### src/rtl/vpu_wb_queue.sv
// rtl/vpu_wb_queue.sv - VPU writeback FIFO between functional-unit results and the VRF write port.
// Optional macro VPU_WBQ_BYPASS_EN: empty queue forwards a result straight to the VRF port.
module vpu_wb_queue #(
   parameter int VLEN  = 64,
   parameter int DEPTH = 4
) (
   input  logic                       clk,
   input  logic                       rst,
   input  logic                       flush_i,
   input  logic                       result_valid_i,
   output logic                       result_ready_o,
   input  logic [4:0]                 result_addr_i,
   input  logic [VLEN/8-1:0]          result_bweb_i,
   input  logic [VLEN-1:0]            result_data_i,
   output logic                       vrf_we_o,
   input  logic                       vrf_ready_i,
   output logic [4:0]                 vrf_addr_o,
   output logic [VLEN/8-1:0]          vrf_bweb_o,
   output logic [VLEN-1:0]            vrf_data_o,
   output logic [31:0]                pending_o,
   output logic [$clog2(DEPTH):0]     count_o
);

   localparam int PW = $clog2(DEPTH);
   localparam int CW = PW + 1;

   logic [4:0]        r_addr [DEPTH];
   logic [VLEN/8-1:0] r_bweb [DEPTH];
   logic [VLEN-1:0]   r_data [DEPTH];
   logic [PW-1:0]     r_rd_ptr;
   logic [PW-1:0]     r_wr_ptr;
   logic [CW-1:0]     r_count;

   logic w_nonempty;
   logic w_bypass;
   logic w_push;
   logic w_pop;

   // Distance of a slot from the read pointer; slots closer than count hold live entries.
   function automatic logic [CW-1:0] f_offset(input logic [PW-1:0] idx, input logic [PW-1:0] rd);
      logic [PW-1:0] d;
      d = idx - rd;
      return {1'b0, d};
   endfunction

   assign w_nonempty = (r_count != '0);

`ifdef VPU_WBQ_BYPASS_EN
   assign w_bypass = !rst && !w_nonempty && result_valid_i && vrf_ready_i && !flush_i;
`else
   assign w_bypass = 1'b0;
`endif

   // Readiness looks only at occupancy, so a full queue refuses even when popping.
   assign result_ready_o = (r_count < CW'(DEPTH)) && !flush_i;
   assign w_push         = result_valid_i && result_ready_o && !w_bypass;
   assign w_pop          = w_nonempty && vrf_ready_i;
   assign vrf_we_o       = w_nonempty || w_bypass;
   assign count_o        = r_count;

   always_comb begin
      vrf_addr_o = '0;
      vrf_bweb_o = '0;
      vrf_data_o = '0;
      if (w_bypass) begin
         vrf_addr_o = result_addr_i;
         vrf_bweb_o = result_bweb_i;
         vrf_data_o = result_data_i;
      end else if (w_nonempty) begin
         vrf_addr_o = r_addr[r_rd_ptr];
         vrf_bweb_o = r_bweb[r_rd_ptr];
         vrf_data_o = r_data[r_rd_ptr];
      end
   end

   always_comb begin
      pending_o = '0;
      for (int i = 0; i < DEPTH; i++) begin
         if (f_offset(PW'(i), r_rd_ptr) < r_count) begin
            pending_o[r_addr[i]] = 1'b1;
         end
      end
   end

   always_ff @(posedge clk) begin
      if (w_push) begin
         r_addr[r_wr_ptr] <= result_addr_i;
         r_bweb[r_wr_ptr] <= result_bweb_i;
         r_data[r_wr_ptr] <= result_data_i;
      end
   end

   always_ff @(posedge clk or posedge rst) begin
      if (rst) begin
         r_rd_ptr <= '0;
         r_wr_ptr <= '0;
         r_count  <= '0;
      end else if (flush_i) begin
         r_rd_ptr <= '0;
         r_wr_ptr <= '0;
         r_count  <= '0;
      end else begin
         if (w_push) begin
            r_wr_ptr <= r_wr_ptr + PW'(1);
         end
         if (w_pop) begin
            r_rd_ptr <= r_rd_ptr + PW'(1);
         end
         case ({w_push, w_pop})
            2'b10:   r_count <= r_count + CW'(1);
            2'b01:   r_count <= r_count - CW'(1);
            default: r_count <= r_count;
         endcase
      end
   end

endmodule
### config.mk
export PLATFORM = sky130hd
export DESIGN_NAME = vpu_wb_queue
export DESIGN_NICKNAME = d
export VERILOG_FILES = /design/src/rtl/vpu_wb_queue.sv
export SDC_FILE = /design/constraint.sdc
export NUM_CORES = 1
export LEC_CHECK = 0
export ABC_AREA = 1
export ABC_CLOCK_PERIOD_IN_PS = 4800
export BUFFER_PORTS_ARGS = -buffer_cell sky130_fd_sc_hd__buf_2
export CORE_UTILIZATION = 45
export DETAILED_ROUTE_END_ITERATION = 6
export PLACE_DENSITY = 0.72
export SYNTH_ARGS = -nofsm -noshare
export SYNTH_HDL_FRONTEND = slang
export SYNTH_SLANG_ARGS = --single-unit
### constraint.sdc
create_clock -name clk -period 4.8 [get_ports clk]
set_input_delay 0 -clock clk [delete_from_list [all_inputs] [get_ports clk]]
set_output_delay 0 -clock clk [all_outputs]
set_load 0.1 [all_outputs]
==> metrics, run 1 <==
Initial Util=0.4582; Post-synth EDFFs=308; design area=16630 µm²; GRT Util Overall=0.2226; most frequent CP cell=nand2_1; fillers=2433; Post-Synthesis Cells=1119; HP Class=in2reg; power consumption=0.008871 W; Area growth, synth to finish=22.50%; PostCTS Resize Cnt=0; status=finished, final reports clean; Root Driver=clkbuf_16; pre-CTS setup slack=1.707 ns; post-synthesis cell area=13580 µm²; Area contributors post-synth=edfxtp_1, nand3_1, nand2_1; hold_sp=result_data_i[49]; crit-path cells=inv_4, nand2_1, nand2_1, inv_1, ha_1, nand3_1, nand2_1, nor2_2, nand2_1, nand4_1, buf_2; Max Fanout on Critical Path=52; post-layout util=0.5613; first-pass GRT wire length=53.79 mm; Commonest cells post-synth=nand3_1, edfxtp_1, nand2_1, a41oi_1, inv_1; Routed Antenna Nets=0; critical path endpoint category=primary output; most frequent cell after synthesis=nand3_1; Syn. warnings=0; Slowest-stage cell, CP=dfrtp_4; setup ws final=1.065 ns; # rows=63; Layout Nets=1463; port bufs=195; worst-case vdd ir drop=399.5 µV; Worst-Margin Slew=1.074 ns; Setup Crit Path Kind=reg2out; Clk Latency, worst-skew pair=0.55 ns; Cell variety after synth=24; RSZ-0062 raised after global routing=false; Leakage=5.963 nW; slew margin rel.=0.2840; Final Cycle Share=0.7782; maxcap violations=0; RePlAce Congestion=0.9751; DRC=0; total gr overflow=0; pwr dens=533.3 nW/µm²; commonest register cell after synthesis=edfxtp_1; CTS max path bufs=3; drt wl/cell=19.58 µm; number of CTS-inserted buffers=30; Max Clk Rate=267.7 MHz; x dimension of the die=175.7 µm; dpl cell area=14850 µm²; Critical Path Max Stage Delay=0.71 ns; layout cells sized above 1=0.2029; die area=30870 µm²; vias in the first global route=9930; clk_skew=0.006074 ns; Avg Inst Size Synth=12.14 µm²; Yosys top cell area share=0.6811; DRT iter0 DRCs=967; Synthesized Nets=1210; Detailed Route WL=34.98 mm; Hold Fails Final Rpt=0; sw power=0.003905 W; IO Pins=196; hold-fix buffers at CTS=84; Final Setup Violations=0; Core Area=29640 µm²; R2R depth=10; register area share after synthesis=0.6940; pin count of the biggest net entering global routing=99; initial antenna violation count=2; Worst Hold Path Cells=2; clk sinks=315; DP HPWL=20.99 mm; internal power consumption=0.004966 W; drt pass-1 iters=6; CTS tree=yes; FF+latch count, synth=315; cell taking the most area after synthesis=edfxtp_1; Sw Ratio=0.4402; Async SR Flop Fraction=0.02222; Worst R2R End=count_o[0]$_DFFE_PP0P_; Critical Path RT=4.80 ns; hold endpoint=r_data[3][49]$_DFFE_PP_; Comb pwr share=0.380; worst hold slack=0.2020 ns; Die Y=175.7 µm; reg2reg setup slack=2.19 ns; worst r2r src=count_o[2]$_DFFE_PP0P_; via count=10290; Startpoint Class=flip-flop; H-tree depth=1; Seq pwr share=0.365; Worst EP arrival=3.74 ns; min Tclk post-route=3.735 ns; clock-pin slew on the worst setup and hold paths=0.06 ns; Final Max Tran Viols=0; post-CTS setup buffer count=0; DR vias/cell=5.757; clock power share=0.254
cell families (layout without fill, tap and decap cells):
group                    after synthesis  after routing  synth area share
AND/OR/NAND/NOR                      582            582            0.2024
flip-flops                           315            315            0.6940
buffers and inverters                126            402           0.04165
AO/OA/AOI/OAI                         87             87           0.05307
adder cells (fa/ha/maj)                9              9          0.008846
other                                  0              2                 0
per-layer routing:
metal,part of all wire,up-vias,GRT usage
met5,0,-,0
met3,0.087,66,0.05087
met2,0.48,446,0.3635
li1,-,4743,-
met4,0.023,0,0.07572
met1,0.41,5033,0.2928
per-stage QoR:
step,setup TNS [ns],std cells
after global routing,0,1786
final,0,1787
after global placement,0,1646
after floorplan,-103.57,1119
after CTS,0,1785
after detailed placement,0,1646
cells in the final DEF, fill, tap and decap left out, drive strengths merged:
master       count
a21oi            1
a41oi           72
buf            209
bufinv           2
clkbuf          38
clkinv          13
dfrtp            7
diode            2
dlygate4sd3     84
edfxtp         308
fa               1
ha               8
inv             56
nand2          175
nand3          312
nand4           33
nor2            41
nor3            21
o21ai            5
o22ai            9
power by group through the flow:
stage                     Clock, W  Combinational, W  Sequential (W)
after floorplan                  0           0.00273         0.00329
after global placement           0           0.00329         0.00329
final                      0.00225           0.00337         0.00324
after CTS                  0.00228           0.00337         0.00324
after detailed placement         0           0.00331         0.00330
after global routing       0.00240           0.00352         0.00325
critical path, delay by kind of cell (launching register included):
kind | cells | cell delay (ns)
simple gates | 7 | 1.31
buf+inv | 3 | 0.83
flops | 1 | 0.71
fa+ha+maj | 1 | 0.28
worst max path at each step:
stage	startpoint	end	slack, ns	depth (start not counted)
3_3_place_gp	r_rd_ptr[0]$_DFFE_PP0P_	pending_o[28]	1.76	11
2_1_floorplan	count_o[2]$_DFFE_PP0P_	r_addr[0][0]$_DFFE_PP_	-0.34	3
5_1_grt	r_rd_ptr[0]$_DFFE_PP0P_	pending_o[5]	0.90	11
4_1_cts	r_rd_ptr[0]$_DFFE_PP0P_	pending_o[28]	1.10	11
6_report	r_rd_ptr[0]$_DFFE_PP0P_	pending_o[17]	1.06	11
3_5_place_dp	r_rd_ptr[0]$_DFFE_PP0P_	pending_o[28]	1.71	11
layout make-up:
type / count / area (µm²) / area share
sequential: 315 / 9432 / 0.5670
multi-input combinational: 678 / 3620 / 0.2176
timing repair buffer: 293 / 1947 / 0.1170
clock buffer: 38 / 802.0 / 0.04821
tap: 390 / 488.0 / 0.02933
inverter: 54 / 207.7 / 0.01249
clock inverter: 17 / 133.9 / 0.008048
antenna: 2 / 5.005 / 0.0003009
registers in the layout, summed over array words and instances (netlist names):
| register | count |
|---|---|
| count_o | 3 |
| r_data | 256 |
| r_bweb | 32 |
| r_addr | 20 |
| r_wr_ptr | 2 |
| r_rd_ptr | 2 |
Power figures use the tool's default switching activity.
==> inputs of run 2 (changes only) <==
Settings changed: ABC_CLOCK_PERIOD_IN_PS 4800 to 3200, PLACE_DENSITY 0.72 to 0.75.
Clock period 4.8 ns to 3.2 ns, I/O delays scaled along.
==> run 2 against run 1 <==
Against the previous run:
- register-to-register slack got worse by 1.6 ns
- clock skew rose by 0.0045 ns
- largest cell class unchanged
- count of clock-buffer cells in the layout rose by 1
- first-iteration DRC count rose by 6.4%
- final cell count barely moved
- via count fell by 0.58%
- hold slack improved by 0.0049 ns
- power rose by 54%
==> metrics, run 2 (synthesis results as in run 1) <==
Most Crowded Layer GR=met2; die area=30870 µm² (unchanged); Root Driver=clkbuf_16; RePlAce Congestion=1.006 (+3.1%); dpl cell area=15600 µm² (+5.0%); post-CTS setup buffer count=0 (unchanged); status=finished, final reports clean; crit-path cells=buf_4, nand3_1, a41oi_2, buf_2; maxcap violations=0 (unchanged); met3 usage=0.04481 (-0.006061); clock power share=0.257 (+0.003); drt wl/cell=19.34 µm (-1.2%); largest registers=r_data x256, r_bweb x32, r_addr x20; fillers=2346 (-3.6%); first-pass GRT wire length=53.68 mm (-0.19%); clk sinks=315 (unchanged); pwr dens=786.4 nW/µm² (+47%); initial antenna violation count=1 (-1); DP HPWL=20.01 mm (-4.7%); Seq pwr share=0.352 (-0.013); Startpoint Class=flip-flop; most common cell after layout, fill and taps aside=nand3_1; Comb pwr share=0.390 (+0.010); Worst-Margin Slew=0.9803 ns (-0.09361 ns); Setup Crit Path Kind=reg2out; HP Class=in2reg; total gr overflow=0 (unchanged); port bufs=195 (unchanged); GRT Util Overall=0.2198 (-0.002832); Slowest-stage cell, CP=buf_4; RSZ-0062 raised after global routing=true; Max Clk Rate=325.9 MHz; worst hold slack=0.2068 ns (+0.004863 ns); Crit. Startpoint=r_rd_ptr[0]$_DFFE_PP0P_; M1 GR Usage=0.2839 (-0.008833); Leakage=6.129 nW (+2.8%); Initial Util=0.4582 (unchanged); met2 usage=0.3715 (+0.008070); post-route setup TNS=0 ns (unchanged); Hold Fails Final Rpt=0 (unchanged); # rows=63 (unchanged); Die Y=175.7 µm (unchanged); drt pass-1 iters=6 (unchanged); H-tree depth=1 (unchanged); design area=17420 µm² (+4.7%); via count=10230 (-0.58%); vias in the first global route=10040 (+1.1%); clock-pin slew on the worst setup and hold paths=0.07 ns (about the same); Final Max Tran Viols=0 (unchanged); Worst EP arrival=3.07 ns (-0.67 ns); n_diodes=0 (-2); Routed Antenna Nets=0 (unchanged); DRC=0 (unchanged); Final Cycle Share=0.9590; Core Area=29640 µm² (unchanged); sw power=0.005863 W (+50%); Reg with most FFs=r_data; Detailed Route WL=34.57 mm (-1.2%); Critical Path Max Stage Delay=0.78 ns (+0.07 ns); slew margin rel.=0.3464 (+0.06241); worst r2r src=count_o[1]$_DFFE_PP0P_; IO Pins=196 (unchanged); x dimension of the die=175.7 µm (unchanged); layout cells sized above 1=0.2175 (+0.01459); max reg flops=256 (unchanged); setup ws final=0.1312 ns (-0.9334 ns); min Tclk post-route=3.069 ns; DRT iter0 DRCs=1029 (+6.4%); critical path endpoint category=primary output; Layout Nets=1466 (+0.21%); Final Setup Violations=0 (unchanged); Max Fanout on Critical Path=88 (+69%); internal power consumption=0.007836 W (+58%); pin count of the biggest net entering global routing=149 (+51%); CTS max path bufs=3 (unchanged); Clk Latency, worst-skew pair=0.54 ns (about the same); most frequent cells in the layout=nand3_1, edfxtp_1, nand2_1; power consumption=0.01370 W (+54%); hold_sp=result_data_i[59]; Sw Ratio=0.4280 (-0.01221); pre-CTS setup slack=0.6536 ns (-1.053 ns); Area growth, synth to finish=28.30%; worst-case vdd ir drop=625.8 µV (+57%); DR vias/cell=5.720 (-0.64%); CTS tree=yes; number of CTS-inserted buffers=29 (-3.3%); clk_skew=0.01055 ns (+0.004477 ns); Critical Path RT=3.20 ns (-1.60 ns)
## run 2: cell types whose count changed in the layout (fill, tap and decap cells not counted), sizes merged
cell	delta
inv	-2
clkinv	-3
diode	-2
buf	+4
clkbuf	+1
bufinv	+3
## run 2: layout make-up
class | count | area [µm²] | share of cell area
clock inverter | 15 | 197.7 | 0.01135
sequential | 315 | 9433 | 0.5414
clock buffer | 39 | 783.3 | 0.04496
timing repair buffer | 297 | 2571 | 0.1476
multi-input combinational | 678 | 3740 | 0.2147
inverter | 54 | 209.0 | 0.01199
tap | 390 | 488.0 | 0.02801
## run 2: per-layer routing
metal	wire length, µm	up-vias	share of wire
met4	683	2	0.020
met2	17250	429	0.50
li1	-	4745	-
met5	10	-	0.00029
met3	2519	71	0.073
met1	14110	4981	0.41
## run 2: worst paths after layout
| path | cells after the start | slack, ns | to |
|---|---|---|---|
| hold reg to reg | 2 | 0.58 | count_o[1]$_DFFE_PP0P_ |
| min in group asynchronous | 4 | 0.51 | count_o[0]$_DFFE_PP0P_ |
| setup / recovery | 4 | 0.13 | vrf_data_o[17] |
| hold / removal | 2 | 0.21 | r_data[2][59]$_DFFE_PP_ |
| max in group asynchronous | 4 | 2.42 | r_rd_ptr[1]$_DFFE_PP0P_ |
| setup reg to reg | 10 | 0.62 | count_o[2]$_DFFE_PP0P_ |
## run 2: stage by stage
step	cells	util
final	1788	0.5878
after global routing	1788	0.5878
after CTS	1788	0.5877
after detailed placement	1650	0.5262
after global placement	1650	0.5262
after floorplan	1119	-
## run 2: power groups by stage
stage	Combinational [W]	Clock, W	Sequential (W)
2_1_floorplan	0.00415	0	0.00493
6_report	0.00535	0.00353	0.00483
4_1_cts	0.00535	0.00357	0.00482
3_3_place_gp	0.00522	0	0.00490
3_5_place_dp	0.00526	0	0.00491
5_1_grt	0.00557	0.00372	0.00484
## run 2: critical path, delay by kind of cell, from the launching register on
family,cells,cell delay [ns]
compound gates,1,0.26
buf+inv,2,1.24
flops,1,0.66
simple gates,1,0.26
## run 2: what timing repair did
action | in CTS | in global routing
hold endpoints to repair | 322 | 0
resized for setup | 0 | 1
endpoints found under the setup margin | 0 | 30
hold buffers | 84 | 0
==> inputs of run 3 (changes only) <==
Settings changed: CORE_MARGIN from default to 10, RECOVER_POWER from default to 100.
==> run 3 against run 2 <==
Against the previous run:
- via count is 0.48% higher
- combinational power hardly changed
- critical path type unchanged
- critical endpoint is now vrf_data_o[41]
- non-clock buffer count stayed put
- sequential share of layout area is 1.2 points higher
==> metrics, run 3 (synthesis results as in run 1) <==
Final Max Tran Viols=0 (unchanged); Clk Latency, worst-skew pair=0.55 ns (about the same); Hold Fails Final Rpt=0 (unchanged); power consumption=0.01342 W (-2.0%); Comb pwr share=0.400 (+0.010); number of CTS-inserted buffers=30 (+3.4%); Worst-Margin Slew=1.299 ns (+0.3186 ns); Layout Nets=1467 (+0.068%); reg2reg setup slack=0.58 ns (-0.04 ns); DR vias/cell=5.725 (about the same); R2R depth=10 (unchanged); slew margin rel.=0.1341 (-0.2124); hold_sp=result_data_i[15]; HP Class=in2reg; Die Y=193.7 µm (+10%); clock power share=0.242 (-0.015); Max Clk Rate=327.1 MHz (+0.38%); vias in the first global route=10020 (-0.14%); sw power=0.005905 W (+0.71%); RSZ-0062 raised after global routing=true; x dimension of the die=193.7 µm (+10%); clk sinks=315 (unchanged); Worst Hold Path Cells=2 (unchanged); Area growth, synth to finish=25.45%; Worst EP arrival=3.06 ns (about the same); pin count of the biggest net entering global routing=131 (-12%); largest registers=r_data x256, r_bweb x32, r_addr x20; hold endpoint=r_data[1][15]$_DFFE_PP_; Worst R2R End=count_o[2]$_DFFE_PP0P_; most frequent cells in the layout=nand3_1, edfxtp_1, nand2_1; Critical Path Max Stage Delay=0.86 ns (+0.08 ns); Final Setup Violations=0 (unchanged); post-CTS setup buffer count=0 (unchanged); Startpoint Class=flip-flop; crit-path cells=buf_4, nand3_1, a41oi_1, clkbuf_2; DRT iter0 DRCs=763 (-26%); total gr overflow=0 (unchanged); met3 usage=0.04028 (-0.004522); Final Cycle Share=0.9553 (-0.003647); worst hold slack=0.2445 ns (+0.03765 ns); Leakage=5.751 nW (-6.2%); Critical Path RT=3.20 ns (about the same); Initial Util=0.4569 (-0.001215); first-pass GRT wire length=57.59 mm (+7.3%); worst r2r src=count_o[2]$_DFFE_PP0P_; CTS max path bufs=3 (unchanged); drt pass-1 iters=5 (-1); max reg flops=256 (unchanged); Setup Crit Path Kind=reg2out; Max Fanout on Critical Path=103 (+17%); CP delay by family, top=buffers and inverters; Routed Antenna Nets=0 (unchanged); Buf+Inv Stages, Crit Path=2 (unchanged); clock-pin slew on the worst setup and hold paths=0.06 ns (about the same); pwr dens=788.0 nW/µm² (+0.20%); min Tclk post-route=3.057 ns (-0.01167 ns); Core Area=29720 µm² (+0.27%); critical path endpoint category=primary output; met2 usage=0.3132 (-0.05836); M1 GR Usage=0.2394 (-0.04451); internal power consumption=0.007518 W (-4.1%); # rows=63 (unchanged); Detailed Route WL=36.60 mm (+5.9%); drt wl/cell=20.39 µm (+5.5%); Sw Ratio=0.4399 (+0.01193); DRC=0 (unchanged); Most Crowded Layer GR=met2; fillers=2372 (+1.1%); clk_skew=0.01240 ns (+0.001850 ns); port bufs=195 (unchanged); layout cells sized above 1=0.1537 (-0.06377); status=finished, final reports clean; maxcap violations=0 (unchanged); DP HPWL=22.37 mm (+12%); die area=37520 µm² (+22%); Reg with most FFs=r_data; IO Pins=196 (unchanged); Seq pwr share=0.358 (+0.006); Slowest-stage cell, CP=buf_4; CTS tree=yes; post-layout util=0.5732 (-0.01457); H-tree depth=1 (unchanged); worst-case vdd ir drop=719.7 µV (+15%); Root Driver=clkbuf_16; GRT Util Overall=0.1858 (-0.03401); most common cell after layout, fill and taps aside=nand3_1; initial antenna violation count=5 (+4); RePlAce Congestion=0.9383 (-6.7%); via count=10280 (+0.48%)
run 3: cell type report:
| class | count | area, µm² | area share |
|---|---|---|---|
| clock buffer | 39 | 805.8 | 0.04730 |
| clock inverter | 16 | 96.34 | 0.005656 |
| inverter | 54 | 207.7 | 0.01219 |
| sequential | 315 | 9433 | 0.5537 |
| multi-input combinational | 678 | 3722 | 0.2185 |
| tap | 390 | 488.0 | 0.02864 |
| antenna | 6 | 15.01 | 0.0008814 |
| timing repair buffer | 297 | 2267 | 0.1331 |
run 3: per-stage QoR:
| stage | setup slack (ns) | TNS [ns] | instances | area, µm² |
|---|---|---|---|---|
| 2_1_floorplan | -0.5167 | -29.56 | 1119 | 13730 |
| 3_3_place_gp | 0.8083 | 0 | 1650 | 15620 |
| 3_5_place_dp | 0.7831 | 0 | 1650 | 15620 |
| 4_1_cts | 0.1948 | 0 | 1789 | 17360 |
| 5_1_grt | -0.04260 | -0.1797 | 1793 | 17030 |
| 6_report | 0.1429 | 0 | 1795 | 17040 |
run 3: what timing repair did:
action                                  4_1_cts  5_1_grt
endpoints found under the hold margin       322        0
hold buffers                                 84        0
endpoints found under the setup margin        0       12
resized for setup                             0        0
run 3: power groups by stage:
stage                     logic, W  registers [W]  clock network [W]
after floorplan            0.00415        0.00493                  0
after global placement     0.00537        0.00488                  0
after detailed placement   0.00541        0.00489                  0
after CTS                  0.00550        0.00480            0.00329
after global routing       0.00562        0.00482            0.00344
final                      0.00537        0.00481            0.00324
run 3: worst max-delay path by stage:
stage	slack (ns)	cells past startpoint	startpoint	endpoint
after floorplan	-0.52	6	count_o[1]$_DFFE_PP0P_	vrf_bweb_o[0]
after global placement	0.81	5	r_rd_ptr[1]$_DFFE_PP0P_	vrf_data_o[3]
after detailed placement	0.78	11	r_rd_ptr[0]$_DFFE_PP0P_	pending_o[2]
after CTS	0.19	5	r_rd_ptr[1]$_DFFE_PP0P_	vrf_data_o[3]
after global routing	-0.04	11	r_rd_ptr[0]$_DFFE_PP0P_	pending_o[2]
final	0.14	4	r_rd_ptr[0]$_DFFE_PP0P_	vrf_data_o[41]
run 3: routing by layer:
layer | vias to the layer above | routed length (µm)
li1 | 4749 | -
met1 | 5040 | 15290
met2 | 435 | 17800
met3 | 51 | 2842
met4 | 2 | 661
met5 | - | 13
